$ cat src/rtl/mmio_pkg.sv
// -----------------------------------------------------------------------------
// mmio_pkg
//   Shared constants and helpers for the memory-mapped I/O responder that sits
//   beside the data RAM on the core's MEM-stage bus.
//   - MMIO_BASE     : byte address of the 64-byte register window
//   - WINDOW_BYTES  : size of the window in bytes
//   - OFF_*         : register offsets inside the window (8-byte aligned)
//   - reg_sel_e     : decoded register selector
//   - decode_offset : maps a 6-bit window offset to a register selector
// -----------------------------------------------------------------------------
package mmio_pkg;

   localparam logic [63:0] MMIO_BASE    = 64'h0000_0000_0000_1000;
   localparam int unsigned WINDOW_BYTES = 64;

   localparam logic [5:0] OFF_LEDS     = 6'h00;
   localparam logic [5:0] OFF_SWITCH   = 6'h08;
   localparam logic [5:0] OFF_SW_EDGE  = 6'h10;
   localparam logic [5:0] OFF_CYCLE    = 6'h18;
   localparam logic [5:0] OFF_DEBOUNCE = 6'h20;

   typedef enum logic [2:0] {
      REG_LEDS,
      REG_SWITCH,
      REG_SW_EDGE,
      REG_CYCLE,
      REG_DEBOUNCE,
      REG_RESERVED
   } reg_sel_e;

   // Offsets 0x28..0x38 (and any misaligned offset, which never produces a
   // hit anyway) fall through to the reserved slot.
   function automatic reg_sel_e decode_offset(input logic [5:0] offset);
      reg_sel_e sel;
      case (offset)
         OFF_LEDS:     sel = REG_LEDS;
         OFF_SWITCH:   sel = REG_SWITCH;
         OFF_SW_EDGE:  sel = REG_SW_EDGE;
         OFF_CYCLE:    sel = REG_CYCLE;
         OFF_DEBOUNCE: sel = REG_DEBOUNCE;
         default:      sel = REG_RESERVED;
      endcase
      return sel;
   endfunction

endpackage

$ cat src/rtl/mmio_responder_switch_debouncer.sv
// -----------------------------------------------------------------------------
// switch_debouncer
//   Brings raw asynchronous board switches into the clock domain through a
//   2-flop synchronizer, then debounces the whole vector with one shared
//   counter: a new candidate value must stay unchanged for `period` cycles
//   before it is committed as the stable value.
// Ports
//   clk     in   1      clock, all state on posedge
//   rst_n   in   1      asynchronous active-low reset
//   period  in   DB_W   required stable period in cycles (0 behaves as 1)
//   raw     in   W      raw asynchronous switch inputs
//   stable  out  W      debounced switch vector (registered)
//   rise    out  W      one-cycle mask of bits going 0->1 at the coming edge
// -----------------------------------------------------------------------------
module switch_debouncer #(
   parameter int unsigned W    = 18,
   parameter int unsigned DB_W = 20
) (
   input  logic            clk,
   input  logic            rst_n,
   input  logic [DB_W-1:0] period,
   input  logic [W-1:0]    raw,
   output logic [W-1:0]    stable,
   output logic [W-1:0]    rise
);

   logic [W-1:0]    sync1_q;
   logic [W-1:0]    sync2_q;
   logic [W-1:0]    cand_q;
   logic [W-1:0]    stable_q;
   logic [DB_W-1:0] cnt_q;
   logic [DB_W-1:0] period_eff;
   logic            commit;

   assign period_eff = (period == '0) ? DB_W'(1) : period;

   // ">=" rather than "==" so that shrinking the period below the current
   // count still commits on the next edge instead of waiting for a wrap.
   assign commit = (sync2_q == cand_q) &&
                   (cnt_q >= period_eff - DB_W'(1)) &&
                   (cand_q != stable_q);

   // Rise is taken from the value about to be committed so the sticky edge
   // flags in the parent update on the same edge as the stable vector.
   assign rise   = commit ? (cand_q & ~stable_q) : '0;
   assign stable = stable_q;

   // NOTE: sequential state uses non-blocking assignments only, so every flop
   // samples the pre-edge value of every other flop regardless of order.
   always_ff @(posedge clk or negedge rst_n) begin
      if (!rst_n) begin
         sync1_q  <= '0;
         sync2_q  <= '0;
         cand_q   <= '0;
         stable_q <= '0;
         cnt_q    <= '0;
      end else begin
         sync1_q <= raw;
         sync2_q <= sync1_q;
         if (sync2_q != cand_q) begin
            cand_q <= sync2_q;
            cnt_q  <= '0;
         end else if (commit) begin
            stable_q <= cand_q;
         end else if (cnt_q != '1) begin
            cnt_q <= cnt_q + DB_W'(1);
         end
      end
   end

endmodule

$ cat src/rtl/mmio_responder.sv
// -----------------------------------------------------------------------------
// mmio_responder
//   Bus-side responder for MEM-stage loads/stores. Decodes a 64-byte window at
//   MMIO_BASE and serves LED, debounced switch, sticky switch-edge, cycle
//   counter and debounce-period registers. The data RAM must be deselected
//   whenever hit=1.
// Ports
//   clock       in   1      system clock, all state on posedge
//   reset       in   1      asynchronous active-low reset
//   MemRead     in   1      load in MEM stage this cycle
//   MemWrite    in   1      store in MEM stage this cycle
//   address     in   64     byte address (EX/MEM alu_result)
//   write_data  in   64     store data
//   read_data   out  64     load data, combinational; 0 unless hit && MemRead
//   hit         out  1      aligned access inside the window
//   switches    in   SW_W   raw asynchronous board switches
//   leds        out  LED_W  LED register contents
// Register map (offset, access)
//   0x00 LEDS RW | 0x08 SWITCH RO | 0x10 SW_EDGE W1C | 0x18 CYCLE RW (write
//   clears) | 0x20 DEBOUNCE RW | 0x28..0x38 reserved (read 0, writes ignored)
// -----------------------------------------------------------------------------
module mmio_responder #(
   parameter logic [63:0] MMIO_BASE  = mmio_pkg::MMIO_BASE,
   parameter int unsigned SW_W       = 18,
   parameter int unsigned LED_W      = 27,
   parameter int unsigned DB_W       = 20,
   parameter int unsigned DB_DEFAULT = 50000
) (
   input  logic             clock,
   input  logic             reset,
   input  logic             MemRead,
   input  logic             MemWrite,
   input  logic [63:0]      address,
   input  logic [63:0]      write_data,
   output logic [63:0]      read_data,
   output logic             hit,
   input  logic [SW_W-1:0]  switches,
   output logic [LED_W-1:0] leds
);

   import mmio_pkg::*;

   logic [63:0]      offset_full;
   logic             in_window;
   logic             aligned;
   logic             wr_en;
   reg_sel_e         sel;

   logic [LED_W-1:0] leds_q;
   logic [SW_W-1:0]  sw_edge_q;
   logic [63:0]      cycle_q;
   logic [DB_W-1:0]  debounce_q;

   logic [SW_W-1:0]  sw_stable;
   logic [SW_W-1:0]  sw_rise;
   logic [SW_W-1:0]  edge_clear;

   // Store data bits above each register's width have no destination.
   logic             unused_write_bits;
   assign unused_write_bits = ^write_data;

   // ---------------------------------------------------------------------------
   // Address decode. Subtracting the base (instead of comparing upper bits)
   // keeps the decode correct for any base, aligned to 64 bytes or not.
   // ---------------------------------------------------------------------------
   assign offset_full = address - MMIO_BASE;
   assign in_window   = offset_full < 64'(WINDOW_BYTES);
   assign aligned     = address[2:0] == 3'b000;
   assign hit         = in_window && aligned && (MemRead || MemWrite);
   assign sel         = decode_offset(offset_full[5:0]);
   assign wr_en       = hit && MemWrite;

   assign edge_clear  = (wr_en && sel == REG_SW_EDGE) ? write_data[SW_W-1:0] : '0;

   // ---------------------------------------------------------------------------
   // Switch synchronizer + debouncer
   // ---------------------------------------------------------------------------
   switch_debouncer #(
      .W    (SW_W),
      .DB_W (DB_W)
   ) u_debouncer (
      .clk    (clock),
      .rst_n  (reset),
      .period (debounce_q),
      .raw    (switches),
      .stable (sw_stable),
      .rise   (sw_rise)
   );

   // ---------------------------------------------------------------------------
   // Registers. Writes land on the edge that ends the MEM cycle.
   // ---------------------------------------------------------------------------
   // NOTE: every register here is a plain flop with a defined reset value;
   // there is no storage array, so nothing is left uninitialised after reset.
   always_ff @(posedge clock or negedge reset) begin
      if (!reset) begin
         leds_q     <= '0;
         sw_edge_q  <= '0;
         cycle_q    <= '0;
         debounce_q <= DB_W'(DB_DEFAULT);
      end else begin
         // Clearing write has priority over the free-running increment.
         if (wr_en && sel == REG_CYCLE) begin
            cycle_q <= '0;
         end else begin
            cycle_q <= cycle_q + 64'd1;
         end

         if (wr_en && sel == REG_LEDS) begin
            leds_q <= write_data[LED_W-1:0];
         end

         if (wr_en && sel == REG_DEBOUNCE) begin
            debounce_q <= write_data[DB_W-1:0];
         end

         // A new rising edge wins over a W1C of the same bit.
         sw_edge_q <= (sw_edge_q & ~edge_clear) | sw_rise;
      end
   end

   assign leds = leds_q;

   // ---------------------------------------------------------------------------
   // Read mux: zero-latency, from current (pre-write) register state.
   // ---------------------------------------------------------------------------
   // NOTE: read_data gets a default before the case so no path leaves it
   // unassigned, which would otherwise infer a latch.
   always_comb begin
      read_data = '0;
      if (hit && MemRead) begin
         case (sel)
            REG_LEDS:     read_data = 64'(leds_q);
            REG_SWITCH:   read_data = 64'(sw_stable);
            REG_SW_EDGE:  read_data = 64'(sw_edge_q);
            REG_CYCLE:    read_data = cycle_q;
            REG_DEBOUNCE: read_data = 64'(debounce_q);
            default:      read_data = '0;
         endcase
      end
   end

endmodule
$ cat config.mk
export PLATFORM = sky130hd
export DESIGN_NAME = mmio_responder
export DESIGN_NICKNAME = d
export VERILOG_FILES = /design/src/rtl/mmio_pkg.sv /design/src/rtl/mmio_responder_switch_debouncer.sv /design/src/rtl/mmio_responder.sv
export SDC_FILE = /design/constraint.sdc
export NUM_CORES = 1
export LEC_CHECK = 0
export CORE_ASPECT_RATIO = 1.1
export CORE_UTILIZATION = 30
export CTS_CLUSTER_DIAMETER = 120
export CTS_CLUSTER_SIZE = 20
export DETAILED_ROUTE_END_ITERATION = 10
export PLACE_DENSITY_LB_ADDON = 0.15
export SYNTH_ARGS = -nofsm -noshare
export SYNTH_HDL_FRONTEND = slang
export SYNTH_SLANG_ARGS = --single-unit
$ cat constraint.sdc
create_clock -name clock -period 4.1 [get_ports clock]
set_input_delay 0.615 -clock clock [delete_from_list [all_inputs] [get_ports clock]]
set_output_delay 0.615 -clock clock [all_outputs]
set_load 0.005 [all_outputs]
== Word-level counts from Yosys, hierarchy flattened ==
Cells that the tools add are included.
Storage, ports and cells
  output and inout port bits: 92
  register bits after elaboration: 221
Operators by class
  mux-type cells: 10
  reductions and logical operators: 18
  bitwise gates (word level): 6
  equality and inequality tests: 13
  order comparisons: 2
  $add $sub $neg: 4
Operators with widths (count)
  one-hot mux 64 bit (5 select lines): 1
  2-to-1 mux 64 bit: 2
  2-to-1 mux 20 bit: 4
  adder 64 x 1 -> 64 bit, second input constant: 1
  less-than comparator 64 x 7 -> 1 bit, second input constant: 1
  subtractor 64 x 13 -> 64 bit, second input constant: 1
  AND 18 bit: 2
  2-to-1 mux 18 bit: 2
  != test 18 bit: 2
  NOT 18 bit: 2
  adder 20 x 1 -> 20 bit, second input constant: 1
  >= comparator 20 bit: 1
  logical NOT 20 bit: 1
  != test 20 bit, second input constant: 1
  subtractor 20 x 1 -> 20 bit, second input constant: 1
  equality test 18 bit: 1
  bitwise OR 18 bit: 1
  one-hot mux 3 bit (5 select lines): 1
  equality test 6 x 5 -> 1 bit, second input constant: 2
  logical AND 1 bit: 10
  equality test 3 x 2 -> 1 bit, second input constant: 2
  equality test 6 x 4 -> 1 bit, second input constant: 1
  equality test 6 bit, second input constant: 1
  logical NOT 3 bit: 2
  8 further kinds: 9

== Logic depth before layout (Yosys ltp) ==
Gate-level depths: netlist of the first run.
  depth in word-level cells: 10
  gate-level depth with buffers: 21
  depth with buffers taken out: 18

== Cells and area by module ==
Synthesis of the first run repeated with hierarchy kept, for this count alone.
Second synthesis, totals
  cell total of the unflattened synthesis: 1297
  area, all modules: 12632.1 µm²
Modules (own cells, without submodules)
  mmio_responder: area each 7597.3 µm², sequential area each 3235.6 µm², cells each 811, instances 1
  switch_debouncer: area each 5034.8 µm², sequential area each 2302.2 µm², cells each 486, instances 1

== Worst setup path after synthesis of the first run ==
OpenSTA, ideal clock, no wires.
  path kind: reg-to-reg
  start point: register debounce_q[5]
  end point: register u_debouncer.cnt_q[12]
  path buffers: 0
  data arrival time: 4.382 ns
  period minus slack after synthesis: 4.460 ns
  slack: -0.360 ns
  stages on the path, launching flop included: 19
  data required time: 4.022 ns
  cells stage by stage: dfrtp_1 or4_1 nor4_1 a41oi_1 ha_1 nand2b_1 nor2b_1 nand2_1 or3_1 nor3_1 xnor2_1 ha_1 a21o_1 a21oi_1 o21ai_0 a21o_1 a21oi_1 or4b_2 a21oi_1
Between the ends
  word-level cells in the longest chain between the ends: 8
Ends and longest elaborated chain
  start: declaration: line mmio_responder.sv:52  | logic [DB_W-1:0] debounce_q;
  start signal: assignment: line mmio_responder.sv:100  | debounce_q <= DB_W'(DB_DEFAULT);
  start signal: assignment: line mmio_responder.sv:114  | debounce_q <= write_data[DB_W-1:0];
  logical NOT 20 bit: line mmio_responder_switch_debouncer.sv:35  | assign period_eff = (period == '0) ? DB_W'(1) : period;
  2-to-1 mux 20 bit *: line mmio_responder_switch_debouncer.sv:35
  subtractor 20 x 1 -> 20 bit *: line mmio_responder_switch_debouncer.sv:40  | (cnt_q >= period_eff - DB_W'(1)) &&
  >= comparator 20 bit *: line mmio_responder_switch_debouncer.sv:40
  logical AND 1 bit *: line mmio_responder_switch_debouncer.sv:39  | assign commit = (sync2_q == cand_q) &&
  logical AND 1 bit *: line mmio_responder_switch_debouncer.sv:40
  != test 2 bit (no line) *
  AND reduction 2 bit (no line) *
  end signal: assignment: line mmio_responder_switch_debouncer.sv:66  | cnt_q <= cnt_q + DB_W'(1);
  end: declaration: line mmio_responder_switch_debouncer.sv:31  | logic [DB_W-1:0] cnt_q;
Every way passes the cells marked *; elsewhere a longest branch is shown, timed or not.
A chain may end at the register's enable or synchronous reset.

== Worst setup path in the final report of the first run ==
  start point: input port address[46]
  end point: output port read_data[40]
Between the ends
  word-level cells in the longest chain between the ends: 6
Ends and longest elaborated chain
  start: declaration: line mmio_responder.sv:33  | input logic [63:0] address,
  subtractor 64 x 13 -> 64 bit: line mmio_responder.sv:66  | assign offset_full = address - MMIO_BASE;
  less-than comparator 64 x 7 -> 1 bit: line mmio_responder.sv:67  | assign in_window = offset_full < 64'(WINDOW_BYTES);
  logical AND 1 bit (2 in series): line mmio_responder.sv:69  | assign hit = in_window && aligned && (MemRead || MemWrite);
  logical AND 1 bit: line mmio_responder.sv:131  | if (hit && MemRead) begin
  2-to-1 mux 64 bit: line mmio_responder.sv:131
  end: declaration: line mmio_responder.sv:35  | output logic [63:0] read_data,
No other way between the ends.

==> flow_metrics.py, run 1 <==
metrics = {
    "cells_and_area": {
        "area_growth_pct": 42.2,
        "fillers": 3866,
        "register_area_um2": 5540,
        "fin_util_pct": 43.3,
        "fin_area_um2": 16900,
        "fin_cells": 2046,
        "fin_nets": 1725,
        "multi_input_area_um2": 6720,
        "drive_above_1_share_pct": 32.7,
        "antenna_cells": 0,
    },
    "timing": {
        "report.final.slew_viol_count": 0,
        "min_period_ns": 4.47,
        "tightest_slew_ns": 0.912,
        "setup_ws_ns": -0.368,
        "skew_ns": 0.0331,
        "relSlewSlack_pct": 39.2,
        "setup_viol": 64,
        "timing.fmax_mhz": 224,
        "rsz0062_at_grt": "true",
        "fin_crit_sh_pct": 109,
        "finalHoldViolCount": 0,
    },
    "clock_network": {
        "clk_pin_slew_ns": 0.08,
        "cts_tree": "yes",
        "clock_latency_ns": 0.51,
        "cts.sinks": 221,
        "htree_levels": 1,
        "clk_path_buf_depth": 3,
        "cts_buffers": 15,
        "cts_root_buffer": "clkbuf_16",
        "holdBufCountCts": 0,
    },
    "place": {
        "place_area_um2": 15400,
        "dp_hpwl_um": 26800,
        "gp_congestion": 0.846,
        "port_buffers": 204,
        "placedCellCount": 1978,
    },
    "grt": {
        "antenna_found_initial": 0,
        "overflow": 0,
        "grt_usage_pct": 18.7,
        "grt_max_degree": 114,
        "grt_pass1_vias": 10300,
        "grt_pass1_wl_um": 59200,
    },
    "pwr": {
        "p_per_area_nw_per_um2": 238,
        "power.leakage_uw": 0.00697,
        "p_int_uw": 3070,
        "ir_worst_vdd_v": 0.000196,
        "combPwrFrac_pct": 8.0,
        "p_switching_uw": 974,
        "power_frac_seq_pct": 55.1,
        "p_clk_share_pct": 36.9,
        "switching_share_pct": 24.1,
    },
    "status": {
        "status": "complete, but fails checks",
        "violations": "setup timing",
    },
    "worst_setup_path": {
        "cp_num_buf_inv": 8,
        "cp_slowest_stage_delay_ns": 0.53,
        "critPathTopFamily": "simple AND/OR/NAND/NOR gates",
        "startpoint_type": "input port",
        "worst-path-max-fanout": 3,
        "worstPathArrival_ns": 3.85,
        "critical_path.cell_chain": "buf_6 -> or3_4 -> or4_4 -> o31ai_4 -> nand2_1 -> or3_1 -> or4_4 -> buf_6 -> nor4_4 -> buf_6 -> buf_8 -> buf_12 -> buf_16 -> buf_12 -> and2_1 -> buf_2",
        "crit_type": "input port to primary output",
        "cp-end-kind": "primary output",
        "worst_path_max_delay_cell": "or4_4",
        "cp_common_cell": "buf_6",
        "worstPathRequired_ns": 3.48,
    },
    "synth": {
        "synthCells": 1215,
        "yosysMostFrequentCell": "dfrtp_1",
        "syn_area_per_cell_um2": 9.81,
        "synthesis.nets": 1406,
        "ys_seq_elements": 221,
        "synth_area_leader_cell": "dfrtp_1",
        "ys.flop_type": "dfrtp_1",
        "synth_edf_count": 0,
        "synth_top_area_share_pct": 45.1,
        "yosysWarnings": 0,
        "synth_top_cells_by_count": "dfrtp_1 (215), nand2_1 (116), nor2_1 (116)",
        "synth.distinct_cells": 53,
        "synth_area_leaders": "dfrtp_1 (45%), mux2_2 (6.2%), ha_1 (4.3%)",
        "synth-seq-area-share_pct": 46.5,
        "netlist_area_um2": 11900,
        "synthArstFlopShare_pct": 100,
    },
    "floorplanning": {
        "start_util_pct": 30.4,
        "core.rowCount": 76,
        "die_y_um": 211,
        "die_w_um": 192,
        "io-pin-count": 242,
        "core_um2": 39200,
        "dieArea_um2": 40500,
    },
    "flow_run": {
        "drv_cap": 0,
    },
    "route": {
        "drc": 0,
        "vias_per_cell": 4.95,
        "routedWlPerCell_um": 18.6,
        "vias": 10100,
        "dr.pass1.iters": 4,
        "drtIter0Drc": 458,
        "ant_nets": 0,
        "drt-total-wl_um": 38000,
    },
    "min_path": {
        "hold_class": "input port to async pin",
    },
}
## worst register-to-register path, cell delays in order, from the launching register on
cell      delay, ns
dfstp_2        0.38
or4_4          0.58
nor4_4         0.17
buf_6          0.16
a41oi_4        0.14
ha_4           0.22
nand2b_4       0.10
nor2b_4        0.06
nand2_2        0.08
or3_4          0.15
nor3_4         0.04
xnor2_1        0.12
ha_1           0.32
a21o_1         0.20
a21oi_2        0.13
o21ai_1        0.08
a21o_1         0.21
buf_4          0.16
a21oi_4        0.13
or4b_4         0.48
a21oi_2        0.12
## layout make-up
class / instances / area share [%]
timing repair buffer: 367 / 20.3
tap: 507 / 3.74
multi-input combinational: 881 / 39.7
inverter: 48 / 1.06
sequential: 221 / 32.7
clock inverter: 2 / 0.170
clock buffer: 20 / 2.33
## flip-flops by register name (all words and copies together), names as in the netlist
| signal | flops |
|---|---|
| sw_edge_q | 18 |
| cycle_q | 64 |
| debounce_q | 20 |
| u_debouncer.sync1_q | 18 |
| u_debouncer.stable | 18 |
| u_debouncer.cand_q | 18 |
| leds | 27 |
| u_debouncer.sync2_q | 18 |
| u_debouncer.cnt_q | 20 |
## layer usage
layer / GRT usage [%] / vias up / wire [um]
li1: - / 4903 / -
met1: 25.8 / 5009 / 17300
met2: 31.6 / 190 / 18600
met3: 1.91 / 35 / 1480
met4: 3.61 / 0 / 629
met5: 0 / - / 0
## final timing paths
check | start | slack [ns] | endpoint | cells past startpoint
worst max-delay path | address[46] | -0.37 | read_data[40] | 16
max in group asynchronous | reset | 2.88 | cycle_q[26] | 2
min in group clock | u_debouncer.sync1_q[15] | 0.35 | u_debouncer.sync2_q[15] | 0
worst max register to register | debounce_q[4] | 0.02 | u_debouncer.cnt_q[12] | 20
worst min register to register | u_debouncer.sync1_q[15] | 0.35 | u_debouncer.sync2_q[15] | 0
worst min-delay path | reset | 0.20 | u_debouncer.sync1_q[11] | 1
## cells in the final DEF (no fill, tap or decap), types with 20 or more instances in the layout
cell / Yosys / final
dlygate4sd2_1: 0 / 20
inv_1: 48 / 48
xor2_1: 53 / 53
o21ai_0: 65 / 41
nand2_1: 116 / 112
ha_1: 41 / 40
nand4_1: 32 / 32
nand3_1: 36 / 33
clkdlybuf4s50_1: 0 / 101
o21ai_1: 0 / 21
buf_6: 2 / 45
dfrtp_1: 215 / 215
and2_4: 0 / 31
xnor2_1: 49 / 48
nor2_1: 116 / 107
a21oi_2: 13 / 33
mux2_2: 66 / 65
buf_2: 3 / 41
buf_4: 3 / 120
## per-stage QoR
stage | hold slack, ns | total power, uW | setup TNS [ns] | setup WS (ns)
floorplan | 0.319 | 2350 | -2.80 | -0.132
global placement | 0.336 | 2580 | -79.10 | -0.995
detailed placement | 0.335 | 2580 | -82.36 | -1.02
CTS | 0.249 | 4110 | -17.40 | -0.360
global route | 0.251 | 4220 | -25.65 | -0.481
finish | 0.196 | 4040 | -16.47 | -0.368
## power groups by stage
stage | Sequential [uW] | Clock (uW) | Combinational [uW]
4_1_cts | 2230 | 1560 | 323
5_1_grt | 2230 | 1640 | 354
2_1_floorplan | 2260 | 0 | 84.2
3_5_place_dp | 2270 | 0 | 314
6_report | 2230 | 1490 | 323
3_3_place_gp | 2270 | 0 | 314
## cell families (layout without fill, tap and decap cells)
group / after synthesis / in the layout / share of synthesized area [%]
AND/OR/NAND/NOR: 474 / 477 / 20.8
flip-flops: 221 / 221 / 46.5
AO/OA/AOI/OAI: 194 / 194 / 10.8
buffers and inverters: 116 / 437 / 3.90
XOR/XNOR: 102 / 102 / 7.50
multiplexers: 67 / 67 / 6.32
adder cells (fa/ha/maj): 41 / 41 / 4.30
## timing repair
item	CTS	global route
resized for setup	433	127
setup buffers	32	10
pin swaps	61	39
cloned	10	3
endpoints found under the setup margin	119	115
Power figures use the tool's default switching activity.
==> inputs of run 2 (changes only) <==
Settings changed: CTS_CLUSTER_DIAMETER 120 to 200.
==> results of run 2 <==
Final layout, timing and power as in run 1 (identical DEF).
